$ cat config.mk
export PLATFORM = sky130hd
export DESIGN_NAME = dff_delay_line
export DESIGN_NICKNAME = d
export VERILOG_FILES = /design/src/rtl/dff_delay_line.sv
export SDC_FILE = /design/constraint.sdc
export NUM_CORES = 1
export LEC_CHECK = 0
export ABC_AREA = 1
export BUFFER_PORTS_ARGS = -buffer_cell sky130_fd_sc_hd__buf_4
export CORE_MARGIN = 4
export CORE_UTILIZATION = 45
export CTS_BUF_LIST = sky130_fd_sc_hd__clkbuf_16
export CTS_CLUSTER_SIZE = 14
export DETAILED_ROUTE_END_ITERATION = 8
export GPL_TIMING_DRIVEN = 1
export PLACE_DENSITY = 0.67
export SLEW_MARGIN = 40
export SYNTH_ARGS = -nofsm -noshare
export SYNTH_HDL_FRONTEND = slang
export SYNTH_SLANG_ARGS = --single-unit
$ cat constraint.sdc
create_clock -name i_clk -period 4.61 [get_ports i_clk]
set_clock_uncertainty 0.2 [all_clocks]
set_input_delay 0.6915 -clock i_clk [delete_from_list [all_inputs] [get_ports i_clk]]
set_output_delay 0.6915 -clock i_clk [all_outputs]
set_load 0.05 [all_outputs]
$ cat src/rtl/dff_delay_line.sv
// rtl/dff_delay_line.sv - stallable, flushable WIDTH x DEPTH registered delay line
// Valid travels with data; outputs are a runtime-selected tap plus occupancy.
module dff_delay_line #(
  parameter  int WIDTH = 8,
  parameter  int DEPTH = 4,
  localparam int TAP_W = (DEPTH > 1) ? $clog2(DEPTH) : 1,
  localparam int CNT_W = $clog2(DEPTH + 1)
) (
  input  logic             i_clk,
  input  logic             i_rst_n,
  input  logic             i_en,
  input  logic             i_flush,
  input  logic             i_valid,
  input  logic [WIDTH-1:0] i_d,
  input  logic [TAP_W-1:0] i_tap,
  output logic [WIDTH-1:0] o_q,
  output logic             o_valid,
  output logic             o_tap_err,
  output logic [CNT_W-1:0] o_count
);

  logic [WIDTH-1:0] r_s [DEPTH];
  logic [DEPTH-1:0] r_v;

  logic [WIDTH-1:0] w_q;
  logic             w_valid;
  logic             w_tap_err;
  logic [CNT_W-1:0] w_count;

  // Flush wins over enable; invalid entries still shift so latency stays fixed.
  always_ff @(posedge i_clk or negedge i_rst_n) begin
    if (!i_rst_n) begin
      for (int k = 0; k < DEPTH; k++) begin
        r_s[k] <= '0;
      end
      r_v <= '0;
    end else if (i_flush) begin
      for (int k = 0; k < DEPTH; k++) begin
        r_s[k] <= '0;
      end
      r_v <= '0;
    end else if (i_en) begin
      r_s[0] <= i_d;
      r_v[0] <= i_valid;
      for (int k = 1; k < DEPTH; k++) begin
        r_s[k] <= r_s[k-1];
        r_v[k] <= r_v[k-1];
      end
    end
  end

  // Tap values with no matching stage fall through to the error defaults.
  always_comb begin
    w_q       = '0;
    w_valid   = 1'b0;
    w_tap_err = 1'b1;
    for (int k = 0; k < DEPTH; k++) begin
      if (i_tap == TAP_W'(k)) begin
        w_q       = r_s[k];
        w_valid   = r_v[k];
        w_tap_err = 1'b0;
      end
    end
  end

  always_comb begin
    w_count = '0;
    for (int k = 0; k < DEPTH; k++) begin
      w_count = w_count + CNT_W'(r_v[k]);
    end
  end

  assign o_q       = w_q;
  assign o_valid   = w_valid;
  assign o_tap_err = w_tap_err;
  assign o_count   = w_count;

endmodule
; ---- Word-level counts from Yosys, hierarchy flattened
; Index checks and enable logic that the tools add are counted.
[word_totals]
register_bits = 36
inputBits = 15
output_inout_bits = 13
word_cells = 29
[op_classes]
n_addsub = 3
n_eq_ne = 3
mux = 16
reduce_logical = 2
[ops]
columns = op, n
row1 = 32-bit two-way mux, 2
row2 = 8-bit two-way mux, 4
row3 = 1-bit two-way mux, 8
row4 = 4-bit two-way mux, 2
row5 = "2-bit == test, second input constant", 2
row6 = 2-bit by 1-bit adder with 3-bit output, 1
row7 = 3-bit by 1-bit adder with 3-bit output, 1
row8 = 1-bit by 1-bit adder with 2-bit output, 1
row9 = "2-bit by 1-bit == test with 1-bit output, second input constant", 1
row10 = 2-bit logical NOT, 1
row11 = 2-bit nonzero test, 1

; ---- Logic depth before layout (Yosys ltp)
[logic_depth]
depth_word = 5
mapped_depth = 5
depth_no_buf = 5

; ---- Worst setup path before layout
; Ideal clock, no wire load.
[synth_path]
path_type = reg-to-output
start = reg r_v[0]
end = out o_count[1]
arrival_time_ns = 1.684
t_required_ns = 3.719
slack_ns = 2.035
path_stages_with_launch = 6
path_buffers = 0
cell_sequence = dfrtp_1 -> inv_1 -> fa_1 -> inv_1 -> ha_1 -> ha_1
[synth_between]
elab_chain_cells = 3
[synth_rtl]
columns = item, line
row1 = start: declaration, 23  ; logic [DEPTH-1:0] r_v;
row2 = start signal: assignment, 44  ; r_v[0] <= i_valid;
row3 = start signal: indexed assignment, 47  ; r_v[k] <= r_v[k-1];
row4 = 1-bit by 1-bit adder with 2-bit output, 69  ; w_count = w_count + CNT_W'(r_v[k]);
row5 = 2-bit by 1-bit adder with 3-bit output, 69
row6 = 3-bit by 1-bit adder with 3-bit output, 69
row7 = end: declaration, 19  ; output logic [CNT_W-1:0] o_count
; Every way passes these cells.

; ---- Worst setup path in the final report
; Same ends and word-level chain as after synthesis.

==> impl_metrics.toml <==
[clocking]
clkTransAtPathRegs_ns = 0.06
cts_sinks = 36
cts_root_buf = "clkbuf_16"
cts_hold_buf = 0
tritoncts = "yes"
postCtsResizedCells = 0
cts-buffers-inserted = 5
clock_latency_ns = 0.28
ctsLongestPathBuffers = 2
htree_levels = 2
postCtsSetupBuffers = 0

[sta]
finalSetupTns_ns = 0
final_max_slew_viol_count = 0
min_period_ns = 2.84
fmax_mhz = 353
finalCritPeriodShare_pct = 61.5
slew_headroom_pct = 53.9
setup-violations-final = 0
grt_setup_unrepaired = "false"
worst_slack_ns = 1.77
hold_viol_final = 0
worst_pin_slew_ns = 0.691

[synthesis]
synth_mux_area_share_pct = 0
synth_fa_ha_area_share_pct = 2.54
ys.warnings.count = 0
synth_edf_count = 0
yosys.area.top_type = "dfrtp_1"
mappedNetlistNets = 211
synth_compound_area_share_pct = 14.0
synth_top_area_share_pct = 50.8
synth-xor-area-share_pct = 0
postSynthCellCount = 193
ys_ff_latch = 36
synth_top_family_by_area = "simple AND/OR/NAND/NOR gates"
yosys.area_share.simple_pct = 19.2
ys_top_cells_by_area = "dfrtp_1 (51%), nand3_1 (11%), inv_1 (6.1%)"
synth_flop_cell = "dfrtp_1"
yosysUniqueCellTypes = 22
ys_async_sr_fraction_pct = 100
synth_area_per_cell_um2 = 9.19
syn_area_um2 = 1770
yosysSeqAreaShare_pct = 50.8

[worst_setup_path]
end_kind = "output port"
r2r_setup_slack_ns = 3.67
worstReg2RegEnd = "r_s[2]"
r2r_cells = 2
cp.arrival_ns = 1.94
crit_type = "reg2out"
crit_fanout = 3
worstPathRequired_ns = 3.72
reg2reg_from = "r_s[2]"
crit_path_start_kind = "register"

[place]
placedCellCount = 254
hpwl_um = 2470
gp_congestion = 0.709
dpl_worst_slack_ns = 2.05
portBuffers = 26

[cells_and_area]
area_growth_pct = 15.5
layout-drive-gt1-share_pct = 20.1
antenna_cells = 0
final_cells = 262
multiInputGateArea_um2 = 638
regArea_um2 = 901
fin_util_pct = 54.7
n_fill_cell = 393
final_nets = 231

[grt]
grt_overflow_total = 0
grt_pass1_wl_um = 6730
grt_max_degree = 37
grt_pass1_vias = 1459
antenna_found_initial = 0
track_usage_pct = 17.1

[detailed_routing]
first_pass_iters = 4
post_drt_via_cell_ratio = 5.31
drc = 0
wl_um = 3870
ant_nets = 0
dr.first_iter.drc_count = 70
vias = 1392
routedWlPerCell_um = 14.8

[floorplanning]
core-area_um2 = 3740
boundaryPins = 28
die_w_um = 70.8
die_h_um = 70.8
dieArea_um2 = 5010
core.rowCount = 22
initial_core_util_pct = 47.4

[min_path]
hold_path_class = "in2async"

[pwr]
ir_worst_vdd_mv = 0.201
p_leak_uw = 0.000949
power_density_nw_per_um2 = 361

[status]
status = "finished, final reports clean"

[flow_run]
cap_violations = 0
## critical path, cell delays in order (launching register included)
cell	delay, ns
dfrtp_1	0.37
inv_1	0.09
fa_1	0.54
inv_1	0.04
ha_1	0.17
ha_1	0.27
buf_4	0.19
## routing by layer
layer | track usage (%) | up-vias | share of wire, %
met3 | 5.11 | 5 | 4.6
li1 | - | 695 | -
met2 | 28.1 | 26 | 49
met4 | 5.85 | 0 | 1.5
met5 | 0 | - | 0
met1 | 21.4 | 666 | 45
## cells in the final DEF, fill, tap and decap left out
master      n
a21oi_1     7
ha_1        2
inv_1      31
o21ai_2     7
nand4_1     9
inv_2       2
clkbuf_16   5
nand2_2     1
o21ai_0    13
clkinv_1    1
nand2_1    16
buf_4      26
dfrtp_1    36
nor2_4      1
nor2_2      1
nand3_1    40
fa_1        1
conb_1      1
o22ai_1    14
## stage by stage
| stage | area, um2 | hold slack, ns | total power, uW |
|---|---|---|---|
| 3_3_place_gp | 1910 | 0.273 | 432 |
| 6_report | 2050 | 0.165 | 739 |
| 2_1_floorplan | 1770 | 0.196 | 406 |
| 3_5_place_dp | 1910 | 0.300 | 433 |
| 4_1_cts | 2050 | 0.182 | 748 |
| 5_1_grt | 2050 | 0.211 | 773 |
## synthesized netlist by cell type, types with 2 or more instances
library cell	instances
o22ai_1	14
inv_1	29
inv_2	2
o21ai_0	13
a21oi_1	7
nand2_1	16
o21ai_2	7
buf_8	2
nand4_1	9
buf_4	4
nand3_1	40
dfrtp_1	36
ha_1	2
buf_6	4
## registers in the layout, indices dropped and copies added (netlist names)
register and count:
r_s 32, r_v 4
## worst max-delay path by stage
stage	start	end	slack, ns	cells after the start
after detailed placement	r_v[0]	o_count[1]	2.05	6
after CTS	r_v[0]	o_count[1]	1.75	6
after global routing	r_v[1]	o_count[1]	1.67	6
after global placement	r_v[0]	o_count[1]	2.05	6
final	r_v[0]	o_count[1]	1.77	6
after floorplan	r_v[0]	o_count[1]	2.03	5
## cells by family after synthesis
family	count (synthesis)
simple gates	68
other cells	1
buf+inv	44
flops	36
fa+ha+maj	3
compound gates	41
## power breakdown
| part | leakage (uW) | internal, uW | switching (uW) |
|---|---|---|---|
| clock | 0.0000738 | 194 | 118 |
| combinational | 0.000385 | 26.5 | 65.4 |
| sequential | 0.000490 | 328 | 6.83 |
## layout make-up
| cell class | count | area share [%] |
|---|---|---|
| tap | 48 | 2.93 |
| clock buffer | 5 | 6.11 |
| timing repair buffer | 26 | 9.54 |
| multi-input combinational | 113 | 31.2 |
| sequential | 36 | 44.0 |
| inverter | 31 | 5.68 |
| clock inverter | 3 | 0.550 |
Power figures use the tool's default switching activity.
